===== src/rtl/bridge_arb_pkg.sv =====
// Shared constants for the system bridge: default slave windows, access size
// and FSM state encodings, and address exception codes.
package bridge_arb_pkg;

    // Default windows: DM, TC0, TC1 and the interrupt-response word
    localparam logic [31:0] DM_BASE       = 32'h0000_0000;
    localparam logic [31:0] DM_HIGH       = 32'h0000_2FFF;
    localparam logic [31:0] DM_WR_HIGH    = 32'h0000_2FFF;
    localparam logic [31:0] TC0_BASE      = 32'h0000_7F00;
    localparam logic [31:0] TC0_HIGH      = 32'h0000_7F0B;
    localparam logic [31:0] TC0_WR_HIGH   = 32'h0000_7F07;
    localparam logic [31:0] TC1_BASE      = 32'h0000_7F10;
    localparam logic [31:0] TC1_HIGH      = 32'h0000_7F1B;
    localparam logic [31:0] TC1_WR_HIGH   = 32'h0000_7F17;
    localparam logic [31:0] RESPONSE_ADDR = 32'h0000_7F20;

    // Address exception codes as seen by the exception unit
    localparam logic [4:0] EXC_ADEL = 5'd4;
    localparam logic [4:0] EXC_ADES = 5'd5;

    typedef enum logic [1:0] {
        SZ_BYTE = 2'd0,
        SZ_HALF = 2'd1,
        SZ_WORD = 2'd2,
        SZ_BAD  = 2'd3
    } size_e;

    typedef enum logic [1:0] {
        ST_IDLE = 2'd0,
        ST_WAIT = 2'd1,
        ST_DONE = 2'd2
    } state_e;

endpackage


===== src/rtl/bridge_lane_align.sv =====
// Byte-lane steering: store lane enables and data replication, load
// byte/half extraction with zero or sign extension.
module bridge_lane_align
    import bridge_arb_pkg::*;
(
    input  logic [1:0]  st_addr_lo,
    input  logic [1:0]  st_size,
    input  logic [31:0] st_data,
    output logic [3:0]  st_byteen,
    output logic [31:0] st_wdata,
    input  logic [1:0]  ld_addr_lo,
    input  logic [1:0]  ld_size,
    input  logic        ld_sign,
    input  logic [31:0] ld_word,
    output logic [31:0] ld_data
);

    function automatic logic [31:0] extend_byte(input logic [7:0] b, input logic sgn);
        logic signed [7:0] sb;
        sb = b;
        return sgn ? 32'(sb) : {24'd0, b};
    endfunction

    function automatic logic [31:0] extend_half(input logic [15:0] h, input logic sgn);
        logic signed [15:0] sh;
        sh = h;
        return sgn ? 32'(sh) : {16'd0, h};
    endfunction

    // Store side: lane enables follow the low address bits, data is replicated
    always_comb begin
        st_byteen = 4'b1111;
        st_wdata  = st_data;
        case (size_e'(st_size))
            SZ_BYTE: begin
                st_byteen = 4'b0001 << st_addr_lo;
                st_wdata  = {4{st_data[7:0]}};
            end
            SZ_HALF: begin
                st_byteen = st_addr_lo[1] ? 4'b1100 : 4'b0011;
                st_wdata  = {2{st_data[15:0]}};
            end
            default: ;
        endcase
    end

    // Load side: pick the addressed byte/half out of the word and extend it
    always_comb begin
        ld_data = ld_word;
        case (size_e'(ld_size))
            SZ_BYTE: ld_data = extend_byte(ld_word[{ld_addr_lo, 3'b000} +: 8], ld_sign);
            SZ_HALF: ld_data = extend_half(ld_addr_lo[1] ? ld_word[31:16] : ld_word[15:0], ld_sign);
            default: ;
        endcase
    end

endmodule


===== src/rtl/bridge_arb.sv =====
// System bridge between the MEM-stage data port and memory-mapped slaves:
// window decode, address exceptions, ready handshake with timeout, and a
// dedicated port for interrupt-response stores.
module bridge_arb
    import bridge_arb_pkg::*;
#(
    parameter int                      NUM_SLV     = 3,
    parameter logic [NUM_SLV*32-1:0]   SLV_BASE    = {TC1_BASE, TC0_BASE, DM_BASE},
    parameter logic [NUM_SLV*32-1:0]   SLV_HIGH    = {TC1_HIGH, TC0_HIGH, DM_HIGH},
    parameter logic [NUM_SLV*32-1:0]   SLV_WR_HIGH = {TC1_WR_HIGH, TC0_WR_HIGH, DM_WR_HIGH},
    parameter logic [31:0]             INT_ADDR    = RESPONSE_ADDR,
    parameter int                      TIMEOUT     = 16
) (
    input  logic                   clk,
    input  logic                   reset,
    input  logic                   p_req,
    input  logic                   p_we,
    input  logic [1:0]             p_size,
    input  logic                   p_sign,
    input  logic [31:0]            p_addr,
    input  logic [31:0]            p_wdata,
    input  logic [31:0]            p_pc,
    output logic [31:0]            p_rdata,
    output logic                   p_done,
    output logic                   p_stall,
    output logic                   exc_adel,
    output logic                   exc_ades,
    output logic                   exc_bus,
    output logic [NUM_SLV-1:0]     s_sel,
    output logic [31:0]            s_addr,
    output logic [3:0]             s_byteen,
    output logic [31:0]            s_wdata,
    output logic [31:0]            s_pc,
    input  logic [NUM_SLV*32-1:0]  s_rdata,
    input  logic [NUM_SLV-1:0]     s_ready,
    output logic [31:0]            int_addr,
    output logic [3:0]             int_byteen
);

    localparam int CNT_W = $clog2(TIMEOUT) + 1;

    state_e               state_q, state_d;
    logic [CNT_W-1:0]     cnt_q;
    logic [NUM_SLV-1:0]   sel_p1;
    logic [31:0]          addr_p1, wdata_p1, rdata_p2;
    logic [3:0]           byteen_p1;
    logic [1:0]           size_p1;
    logic                 sign_p1;

    logic [NUM_SLV-1:0]   hit_oh;
    logic                 hit_any, is_int, misaligned, bad_size, ld_bad, st_bad;
    logic [31:0]          wr_lim, sel_word, ld_ext, lane_wd;
    logic [3:0]           lane_be;
    logic                 rdy_hit, tmo;
    logic                 stall_c, adel_c, ades_c, bus_c;
    logic [3:0]           ibe_c;

    bridge_lane_align u_lane (
        .st_addr_lo (p_addr[1:0]),
        .st_size    (p_size),
        .st_data    (p_wdata),
        .st_byteen  (lane_be),
        .st_wdata   (lane_wd),
        .ld_addr_lo (addr_p1[1:0]),
        .ld_size    (size_p1),
        .ld_sign    (sign_p1),
        .ld_word    (sel_word),
        .ld_data    (ld_ext)
    );

    // Window decode: lowest-index slave wins when windows overlap
    always_comb begin
        hit_oh  = '0;
        hit_any = 1'b0;
        wr_lim  = '0;
        for (int k = 0; k < NUM_SLV; k++) begin
            if (!hit_any && p_addr >= SLV_BASE[32*k +: 32] && p_addr <= SLV_HIGH[32*k +: 32]) begin
                hit_oh[k] = 1'b1;
                hit_any   = 1'b1;
                wr_lim    = SLV_WR_HIGH[32*k +: 32];
            end
        end
        is_int     = (p_addr[31:2] == INT_ADDR[31:2]);
        misaligned = (p_size == SZ_WORD && p_addr[1:0] != 2'b00) ||
                     (p_size == SZ_HALF && p_addr[0]);
        bad_size   = (p_size == SZ_BAD);
        ld_bad     = misaligned || bad_size || (!hit_any && !is_int);
        st_bad     = misaligned || bad_size || (!is_int && (!hit_any || p_addr > wr_lim));
    end

    // Read data of the slave currently selected
    always_comb begin
        sel_word = '0;
        for (int k = 0; k < NUM_SLV; k++) begin
            if (sel_p1[k]) sel_word = sel_word | s_rdata[32*k +: 32];
        end
    end

    assign rdy_hit = |(s_ready & sel_p1);
    assign tmo     = (cnt_q == CNT_W'(TIMEOUT - 1));

    // Next-state and combinational handshake/exception outputs
    always_comb begin
        state_d = state_q;
        stall_c = 1'b0;
        adel_c  = 1'b0;
        ades_c  = 1'b0;
        bus_c   = 1'b0;
        ibe_c   = 4'b0000;
        case (state_q)
            ST_IDLE: begin
                if (p_req) begin
                    if (p_we && st_bad) begin
                        ades_c = 1'b1;
                    end else if (!p_we && ld_bad) begin
                        adel_c = 1'b1;
                    end else begin
                        stall_c = 1'b1;
                        if (is_int) begin
                            state_d = ST_DONE;
                            if (p_we) ibe_c = lane_be;
                        end else begin
                            state_d = ST_WAIT;
                        end
                    end
                end
            end
            ST_WAIT: begin
                stall_c = 1'b1;
                if (rdy_hit) begin
                    state_d = ST_DONE;
                end else if (tmo) begin
                    bus_c   = 1'b1;
                    state_d = ST_DONE;
                end
            end
            ST_DONE: state_d = ST_IDLE;
            default: state_d = ST_IDLE;
        endcase
    end

    // State, timeout counter and registered slave-side/result values
    always_ff @(posedge clk) begin
        if (reset) begin
            state_q   <= ST_IDLE;
            cnt_q     <= '0;
            sel_p1    <= '0;
            addr_p1   <= '0;
            byteen_p1 <= '0;
            wdata_p1  <= '0;
            size_p1   <= '0;
            sign_p1   <= 1'b0;
            rdata_p2  <= '0;
        end else begin
            state_q <= state_d;
            case (state_q)
                ST_IDLE: begin
                    cnt_q    <= '0;
                    rdata_p2 <= '0;
                    if (state_d == ST_WAIT) begin
                        sel_p1    <= hit_oh;
                        addr_p1   <= p_addr;
                        byteen_p1 <= p_we ? lane_be : 4'b0000;
                        wdata_p1  <= lane_wd;
                        size_p1   <= p_size;
                        sign_p1   <= p_sign;
                    end
                end
                ST_WAIT: begin
                    cnt_q <= cnt_q + CNT_W'(1);
                    if (state_d == ST_DONE) begin
                        sel_p1   <= '0;
                        cnt_q    <= '0;
                        rdata_p2 <= rdy_hit ? ld_ext : 32'd0;
                    end
                end
                default: rdata_p2 <= '0;
            endcase
        end
    end

    // -------- outputs, forced to zero while reset is asserted --------
    assign p_done     = !reset && (state_q == ST_DONE);
    assign p_rdata    = reset ? 32'd0 : rdata_p2;
    assign p_stall    = !reset && stall_c;
    assign exc_adel   = !reset && adel_c;
    assign exc_ades   = !reset && ades_c;
    assign exc_bus    = !reset && bus_c;
    assign s_sel      = reset ? '0 : sel_p1;
    assign s_addr     = reset ? 32'd0 : addr_p1;
    assign s_byteen   = reset ? 4'd0 : byteen_p1;
    assign s_wdata    = reset ? 32'd0 : wdata_p1;
    assign s_pc       = reset ? 32'd0 : p_pc;
    assign int_addr   = reset ? 32'd0 : p_addr;
    assign int_byteen = reset ? 4'd0 : ibe_c;

endmodule

===== config.mk =====
export PLATFORM = sky130hd
export DESIGN_NAME = bridge_arb
export DESIGN_NICKNAME = d
export VERILOG_FILES = /design/src/rtl/bridge_arb_pkg.sv /design/src/rtl/bridge_lane_align.sv /design/src/rtl/bridge_arb.sv
export SDC_FILE = /design/constraint.sdc
export NUM_CORES = 1
export LEC_CHECK = 0
export CORE_AREA = 5 5 144 146
export DETAILED_ROUTE_END_ITERATION = 7
export DIE_AREA = 0 0 149 151
export GPL_ROUTABILITY_DRIVEN = 0
export PLACE_DENSITY_LB_ADDON = 0.2
export SETUP_SLACK_MARGIN = 0.02
export SLEW_MARGIN = 20
export SYNTH_ARGS = -nofsm -noshare
export SYNTH_HDL_FRONTEND = slang
export SYNTH_SLANG_ARGS = --single-unit

===== constraint.sdc =====
create_clock -name clk -period 9.2 [get_ports clk]
set_input_delay 1.84 -clock clk [delete_from_list [all_inputs] [get_ports clk]]
set_output_delay 1.84 -clock clk [all_outputs]
set_load 0.02 [all_outputs]

; ---- Yosys cells after proc, flatten, opt, wreduce, memory -nomap -nowiden
; Index checks and enable logic that the tools add are counted.
[word_totals]
ff_bits = 113
inputBits = 202
output_inout_bits = 176
[op_classes]
n_addsub = 1
magnitude_cmp = 7
eq_ne = 12
shifts = 2
n_mux = 59
n_bitwise = 4
n_reduce_logical = 36
[op_table]
columns = op, count
row1 = 32-bit two-way mux, 13
row2 = 32-bit case mux with 2 select lines, 2
row3 = 32-bit by 15-bit greater-or-equal comparator with 1-bit output (second input constant), 2
row4 = 32-bit by 15-bit <= comparator with 1-bit output (second input constant), 2
row5 = 32-bit bitwise OR, 2
row6 = 4-bit two-way mux, 9
row7 = 32-bit by 1-bit greater-or-equal comparator with 1-bit output (second input constant), 1
row8 = 32-bit greater-than comparator, 1
row9 = 32-bit by 14-bit <= comparator with 1-bit output (second input constant), 1
row10 = 32-bit by 6-bit indexed part select with 8-bit output, 1
row11 = 30-bit by 13-bit == test with 1-bit output (second input constant), 1
row12 = 1-bit two-way mux, 18
row13 = 1-bit logical AND, 16
row14 = 16-bit two-way mux, 1
row15 = 14-bit two-way mux, 1
row16 = 2-bit two-way mux, 6
row17 = 5-bit case mux with 2 select lines, 1
row18 = 3-bit two-way mux, 3
row19 = 2-bit by 1-bit == test with 1-bit output (second input constant), 4
row20 = 2-bit == test (second input constant), 4
row21 = 4-bit case mux with 2 select lines, 1
row22 = 1-bit logical NOT, 6
row23 = 2-bit logical NOT, 3
row24 = 3-bit case mux with 2 select lines, 1
row25 = 15 further kinds, 21

; ---- Logic depth before layout (Yosys ltp)
[logic_depth]
ltp_word = 22
mapped_depth = 14
ltp_nobuf = 12

; ---- Hierarchy
; Synthesis repeated with hierarchy kept, for this count alone.
[hier_totals]
hier_cells = 833
area_unflattened_um2 = 7489.7
[modules_own_cells]
columns = mod, instances, cells_per_inst, area_each_um2, seq_area_each_um2
row1 = bridge_arb, 1, 678, 6316.1, 2262.2
row2 = bridge_lane_align, 1, 155, 1173.6, 0.0

; ---- Worst setup path after synthesis
; No wires, ideal clock.
[synth_timing]
kind = input -> output
from = input port p_addr[13]
to = output port int_byteen[0]
t_arrival_ps = 4427
path_slack_ps = 2933
stages = 11
path_buffers = 0
path_cell_list = and2_1 -> or3_1 -> a21oi_1 -> inv_1 -> ha_1 -> a21o_1 -> a211oi_1 -> nand4_1 -> a21oi_1 -> nor2b_1 -> nor3_1
[synth_via]
elab_chain_len = 20
word_cells_on_any_way = 36
classes_between = order compare: 7 / eq/ne: 1 / mux: 12 / reduce/logical: 16
[synth_rtl]
columns = element, line
row1 = "start, declared", bridge_arb.sv:20  ; input logic [31:0] p_addr,
row2 = 32-bit by 1-bit greater-or-equal comparator with 1-bit output or 32-bit by 14-bit <= comparator with 1-bit output (tied branches), bridge_arb.sv:77  ; if (!hit_any && p_addr >= SLV_BASE[32*k +: 32] && p_addr <= SLV_HIGH[32*k +: 32]) begin
row3 = 1-bit logical AND, bridge_arb.sv:77
row4 = 1-bit two-way mux, bridge_arb.sv:77
row5 = 1-bit logical NOT, bridge_arb.sv:77
row6 = 1-bit logical AND (2 in a row), bridge_arb.sv:77
row7 = 1-bit two-way mux, bridge_arb.sv:77
row8 = 1-bit logical NOT, bridge_arb.sv:77
row9 = 1-bit logical AND (2 in a row), bridge_arb.sv:77
row10 = (+2 left out), -
row11 = 1-bit logical OR or 1-bit logical AND (tied branches), "bridge_arb.sv:88, bridge_arb.sv:87"
row12 = 1-bit logical AND or 1-bit logical OR (tied branches), "bridge_arb.sv:88, bridge_arb.sv:87"
row13 = 1-bit logical OR or 1-bit logical AND (tied branches), "bridge_arb.sv:88, bridge_arb.sv:115"
row14 = 1-bit logical AND or 4-bit two-way mux (tied branches), "bridge_arb.sv:113, bridge_arb.sv:115"
row15 = 4-bit two-way mux *, bridge_arb.sv:113  ; if (p_we && st_bad) begin
row16 = 4-bit two-way mux *, bridge_arb.sv:112  ; if (p_req) begin
row17 = 4-bit two-way mux *, bridge_arb.sv:110  ; case (state_q)
row18 = 4-bit two-way mux *, bridge_arb.sv:195  ; assign int_byteen = reset ? 4'd0 : ibe_c;
row19 = "end, declared", bridge_arb.sv:37  ; output logic [3:0] int_byteen
; Mark *: on every way between the ends. The rest lies on a longest branch, timed or not.

; ---- Worst setup path after layout
[layout_timing]
from = input port p_addr[27]
to = output port exc_ades
[layout_via]
elab_chain_len = 20
word_cells_on_any_way = 31
classes_between = order compare: 7 / eq/ne: 1 / mux: 9 / reduce/logical: 14
[layout_rtl]
columns = element, line
row1 = 32-bit by 1-bit greater-or-equal comparator with 1-bit output or 32-bit by 14-bit <= comparator with 1-bit output (tied branches), bridge_arb.sv:77
row2 = 1-bit logical AND, bridge_arb.sv:77
row3 = 1-bit two-way mux, bridge_arb.sv:77
row4 = 1-bit logical NOT, bridge_arb.sv:77
row5 = 1-bit logical AND (2 in a row), bridge_arb.sv:77
row6 = 1-bit two-way mux, bridge_arb.sv:77
row7 = 1-bit logical NOT, bridge_arb.sv:77
row8 = 1-bit logical AND (2 in a row), bridge_arb.sv:77
row9 = (+2 left out), -
row10 = 1-bit logical OR, bridge_arb.sv:88  ; st_bad = misaligned || bad_size || (!is_int && (!hit_any || p_addr > wr_lim));
row11 = 1-bit logical AND *, bridge_arb.sv:88
row12 = 1-bit logical OR *, bridge_arb.sv:88
row13 = 1-bit logical AND *, bridge_arb.sv:113
row14 = 1-bit two-way mux *, bridge_arb.sv:113
row15 = 1-bit two-way mux *, bridge_arb.sv:112
row16 = 1-bit two-way mux *, bridge_arb.sv:110
row17 = 1-bit logical AND *, bridge_arb.sv:187  ; assign exc_ades = !reset && ades_c;
row18 = "end, declared", bridge_arb.sv:27  ; output logic exc_ades,
; Marked as above.

==> impl_metrics.py <==
metrics = {
    "outcome": {
        "outcome": "finished clean",
    },
    "sta": {
        "hold_viol": 0,
        "finClkSkew_ns": 0.00944,
        "finalCritPeriodShare_pct": 84.0,
        "setup_viol": 0,
        "maxSlewViolCount": 0,
        "min_period_ns": 7.73,
        "setup_tns_ns": 0,
        "max_freq_ghz": 0.129,
        "slew_headroom_pct": 45.5,
        "tightest_slew_ns": 0.815,
        "rsz0062_at_grt": "false",
    },
    "synthesis": {
        "synth-main-ff-cell": "dfxtp_1",
        "netlist.area_leader.share_pct": 33.0,
        "syn_inst": 826,
        "synth-edff-count": 0,
        "synth_area_per_cell_um2": 8.29,
        "synth.distinct_cells": 48,
        "syn_nets": 1045,
        "yosysMostFrequentCell": "nor2b_1",
        "synth_area_leader_cell": "dfxtp_1",
        "ys_seq_area_share_pct": 33.0,
        "synthesis.area_mm2": 0.00685,
        "synth_area_leaders": "dfxtp_1 33%, nor2b_1 19%, mux2i_1 5.4%, a222oi_1 4.8%, a21oi_1 3.9%",
        "synth-seq-cells": 113,
        "async_flop_share_pct": 0,
        "yosysWarnings": 0,
        "synthTopCellsByCount": "205 x nor2b_1, 113 x dfxtp_1, 66 x nand2_1",
    },
    "clock_network": {
        "post_cts_buffers": 0,
        "clkLatencyLatePin_ns": 0.42,
        "clkTransAtPathRegs_ns": 0.05,
        "post_cts_resize_count": 0,
        "htreeDepth": 4,
        "root_buffer": "clkbuf_16",
        "numCtsBuffers": 17,
        "clock_path_buffers": 2,
        "cts.sinks": 113,
        "cts_tree": "done",
        "hold_buffers": 0,
    },
    "layout": {
        "ff_latch_area_mm2": 0.00226,
        "syn_to_final_growth_pct": 66.0,
        "n_antenna_cell": 0,
        "nets": 1388,
        "finish.utilization_pct": 59.0,
        "drive_above_1_share_pct": 5.84,
        "stdcell_area_mm2": 0.0114,
        "fillers": 1738,
        "stdcell_count": 1447,
        "multi_input_area_mm2": 0.00425,
    },
    "global_route": {
        "grt-ovfl-total": 0,
        "antenna_found_initial": 0,
        "grt_pass1_vias": 6794,
        "grt_pass1_wl_mm": 38.0,
        "grt_usage_pct": 21.5,
        "grt_max_degree": 149,
    },
    "setup_path": {
        "rr_startpoint": "sel_p1[1]",
        "ff2ff_setup_slack_ns": 6.55,
        "worstSetupPathType": "in -> out",
        "critical_path_required_ns": 7.36,
        "end_kind": "output pin",
        "critPathLaunchType": "input port",
        "path_max_fanout": 7,
        "arrival_ns": 5.89,
        "cp-startpoint": "p_addr[27]",
    },
    "hold_path": {
        "worstHoldStart": "rdata_p2[1]",
        "hold_path_class": "reg -> reg",
    },
    "floorplanning": {
        "coreArea_mm2": 0.0193,
        "initial_core_util_pct": 35.5,
        "design.die.area_mm2": 0.0225,
        "die_x_um": 149,
        "io_pins": 378,
        "fp-row-count": 51,
        "die_y_um": 151,
    },
    "detailed_routing": {
        "wl_per_cell_um": 17.6,
        "dr.first_iter.drc_count": 430,
        "drc": 0,
        "drt-pass1-iter-count": 7,
        "vias": 7296,
        "ant_nets": 0,
        "via_per_inst": 5.04,
        "routed_wl_mm": 25.5,
    },
    "placement": {
        "hpwl_mm": 19.3,
        "placement.io_buffers": 377,
        "dpl.cell_count": 1414,
        "dpl-instance-area_mm2": 0.0108,
    },
    "power": {
        "power_leakage_nw": 4.22,
        "ir_drop_v": 0.000133,
        "power_density_mw_per_mm2": 117,
    },
    "job": {
        "maxCapViolations": 0,
    },
}
## kinds of logic (layout without fill, tap and decap cells)
group | after synthesis | after routing | share of synthesized area (%)
buffers and inverters | 76 | 432 | 4.86
adders and majority gates | 17 | 17 | 3.11
AOI/OAI and AO/OA | 199 | 199 | 21.0
muxes | 52 | 52 | 7.88
DFF | 113 | 113 | 33.0
and+or+nand+nor | 369 | 369 | 30.1
## report_power, final
group / switching (mW) / internal [mW]
Combinational: 0.0823 / 0.120
Sequential: 0.0000000716 / 0.489
Clock: 0.259 / 0.378
Total: 0.342 / 0.988
## critical path: stages
cell and delay (ns):
clkdlybuf4s50_1 0.45, nor4_1 0.38, nand4_1 0.35, a21oi_1 0.27
inv_1 0.18, ha_1 0.34, nand4b_1 0.16, nor3_1 0.30
o21ai_0 0.13, nand4_1 0.27, a21oi_1 0.11, nor2b_1 0.26
and2_1 0.22, clkdlybuf4s50_1 0.62
## metrics by stage
| stage | power (mW) | hold slack [ns] | setup WS (ns) |
|---|---|---|---|
| detailed placement | 0.702 | 0.422 | 1.50 |
| global placement | 0.701 | 0.419 | 1.59 |
| floorplan | 0.568 | 0.408 | 2.93 |
| finish | 1.33 | 0.434 | 1.47 |
| CTS | 1.35 | 0.433 | 1.47 |
| global route | 1.38 | 0.450 | 1.17 |
## path summary, 6_finish.rpt
| check | endpoint | cells after the start |
|---|---|---|
| min | rdata_p2[1] | 2 |
| min reg2reg | rdata_p2[1] | 2 |
| max | exc_ades | 14 |
| max reg2reg | rdata_p2[15] | 7 |
## state kept, by name, indices dropped and copies added, names as in the netlist
signal	cells
sel_p1	3
cnt_q	5
rdata_p2	32
state_q	2
byteen_p1	4
size_p1	2
addr_p1	32
sign_p1	1
wdata_p1	32
## area by class of cell
cell class | instances | share of cell area (%)
repair buffers | 389 | 34.3
flip-flops and latches | 113 | 19.9
clock buffers | 17 | 3.74
inverters | 11 | 0.363
well taps | 265 | 2.92
multi-input cells | 637 | 37.4
clock inverters | 15 | 1.32
## placed cells by master (no fill, tap or decap), drive strengths merged, types with 3 or more instances in the layout
master,instances
clkdlybuf4s50,376
nor2b,205
dfxtp,113
nand2,66
a21oi,54
nor2,41
o21ai,41
mux2i,37
a222oi,33
a22o,19
inv,18
nand2b,17
ha,17
clkbuf,17
mux2,15
o22a,14
buf,13
a21o,10
o21ba,8
nor3,8
a221oi,7
nand4,6
nor4,5
clkinv,5
and2,4
or3,3
nand3,3
a21boi,3
## metal layers
metal | up-vias | part of all wire (%) | GRT usage [%]
met3 | 26 | 10 | 8.77
met1 | 3372 | 41 | 26.4
met2 | 276 | 47 | 35.2
met5 | - | 0 | 0
li1 | 3622 | - | -
met4 | 0 | 1.3 | 5.54
(Power assumes the default switching activity.)
==> edit (config.mk and constraints unchanged) <==
The 3 states of `state_e` get a one-hot encoding in 3 bits.
--- a/src/rtl/bridge_arb_pkg.sv
+++ b/src/rtl/bridge_arb_pkg.sv
@@ -27,6 +27,6 @@
 
-    typedef enum logic [1:0] {
-        ST_IDLE = 2'd0,
-        ST_WAIT = 2'd1,
-        ST_DONE = 2'd2
+    typedef enum logic [2:0] {
+        ST_IDLE = 3'b001,
+        ST_WAIT = 3'b010,
+        ST_DONE = 3'b100
     } state_e;
Check against the original RTL: same outputs for any inputs over 4 cycles, from zero or initial values and one cycle with reset high; so few cycles prove little.
==> edit against the unedited design <==
- combinational power rose by 4%
- clock power is 7.4% higher
- total power is 4.5% higher
- routed wire length grew 7.7%
- sequential cell count increased by 1
- final area grew 1.1%
- synthesized area increased by 2.5%
- clock skew grew 0.0030 ns
- worst setup slack got worse by 0.84 ns
- first-iteration DRC count increased by 1.9%
- via count increased by 4.6%
- critical endpoint is now p_stall
- largest cell class unchanged
- largest power group unchanged
==> edit: results (changes against the unedited design) <==
detailed_routing:
  drt_pre_antenna_iters: 6  # -1
  vias: 7631  # +4.6%
  drtIter0Drc: 438  # +1.9%
  vias_per_cell: 5.20  # +3.1%
outcome:
  outcome: "finished clean"
setup_path:
  reg2reg_depth: 6  # -1
  reg2reg_from: "state_q[1]"
  r2r_end: "rdata_p2[22]"
  cp.arrival_ns: 6.73  # +0.84 ns
final_layout:
  drive_gt1_share_pct: 6.48  # +0.65 points
synthesis:
  synth.area.top_cells: "dfxtp_1, nor2b_1, a222oi_1"
  synthesis.nets: 1078  # +3.2%
  synthTopCellsByCount: "nor2b_1, dfxtp_1, nor2_1"
  synth_area_per_cell_um2: 8.17  # -1.4%
  ys_seq_area_share_pct: 32.5  # -0.53 points
  yosys_warnings: 0  # unchanged
placed_design:
  placed_cell_area_um2: 10900  # +1.2%
  dp_hpwl_um: 20900  # +8.2%
  dp.cells: 1436  # +1.6%
hold_path:
  min_from: "rdata_p2[15]"
  holdPathEnd: "rdata_p2[15]"
global_routing:
  grt_pass1_vias: 7524  # +11%
  grt_pass1_wl_um: 40700  # +7.1%
  grt_max_degree: 79  # -47%
  grt_usage_pct: 22.9  # +1.4 points
timing:
  fin_skew_ns: 0.0124  # +0.00299 ns
  slew_headroom_pct: 40.1  # -5.4 points
pwr:
  ir_drop_mv: 0.121  # -8.5%
  leakage_nw: 4.47  # +6.1%
[edit: cell count changes after synthesis, sizes merged, moves of 9 or more]
cell and change:
a211o +17, a22o -12, and2 +15, clkbuf +11
mux2i -12, nand2 -19, nand2b -12, nand3 +20
nor2 +24, nor2b -29, nor4 +9, o22a -14
o31ai +10
[edit: where the power goes]
group	leakage [nW]	switching, mW	internal (mW)	total [mW]
registers	0.918	0.0000000752	0.494	0.494
logic	3.26	0.0895	0.121	0.211
clock network	0.290	0.254	0.431	0.685
total	4.47	0.343	1.05	1.39
[edit: cell families after synthesis]
| kind of cell | after synthesis | synth area share (%) |
|---|---|---|
| flip-flops | 114 | 32.5 |
| multiplexers | 48 | 7.25 |
| buffers and inverters | 85 | 5.29 |
| XOR/XNOR | 1 | 0.125 |
| adder cells (fa/ha/maj) | 17 | 3.03 |
| AO/OA/AOI/OAI | 216 | 21.9 |
| AND/OR/NAND/NOR | 378 | 29.9 |
[edit: area by class of cell]
type,instances,area (um2)
tap,265,332
inverter,12,50.0
timing repair buffer,385,3830
fill,1766,7770
clock buffer,19,433
multi-input combinational,660,4390
sequential,114,2280
clock inverter,13,175
[edit: through the flow]
stage	util, %	hold slack [ns]	setup WS, ns	total power [mW]
2_1_floorplan	-	0.425	2.20	0.579
3_3_place_gp	56.5	0.436	0.841	0.715
3_5_place_dp	56.5	0.441	0.674	0.716
4_1_cts	59.7	0.454	0.661	1.41
5_1_grt	59.7	0.468	0.280	1.44
6_report	59.7	0.451	0.629	1.39
[edit: worst max path at each step]
stage	start	endpoint	slack, ns
after detailed placement	p_addr[4]	p_stall	0.67
after global placement	p_addr[4]	p_stall	0.84
after CTS	p_addr[4]	p_stall	0.66
final	p_addr[4]	p_stall	0.63
after floorplan	p_addr[4]	p_stall	2.20
after global routing	p_addr[4]	p_stall	0.28
[edit: metal layers]
layer	routed length, um	global-route usage (%)	part of all wire [%]
met5	0	0	0
met4	585	6.41	2.1
met3	2640	9.28	9.6
met2	13400	39.4	49
met1	10800	26.4	40
[edit: worst max-delay path, stage by stage]
cell and delay, ns:
clkdlybuf4s50_1 0.48, or4_1 0.58, nor4b_1 0.50, or2_2 0.24
nor2_1 0.08, nor2b_1 0.17, inv_1 0.16, ha_1 0.34
a21oi_1 0.12, o21ai_0 0.10, a2111oi_1 0.84, a311oi_4 0.19
o21ai_0 0.28, a21o_1 0.15, clkdlybuf4s50_1 0.64
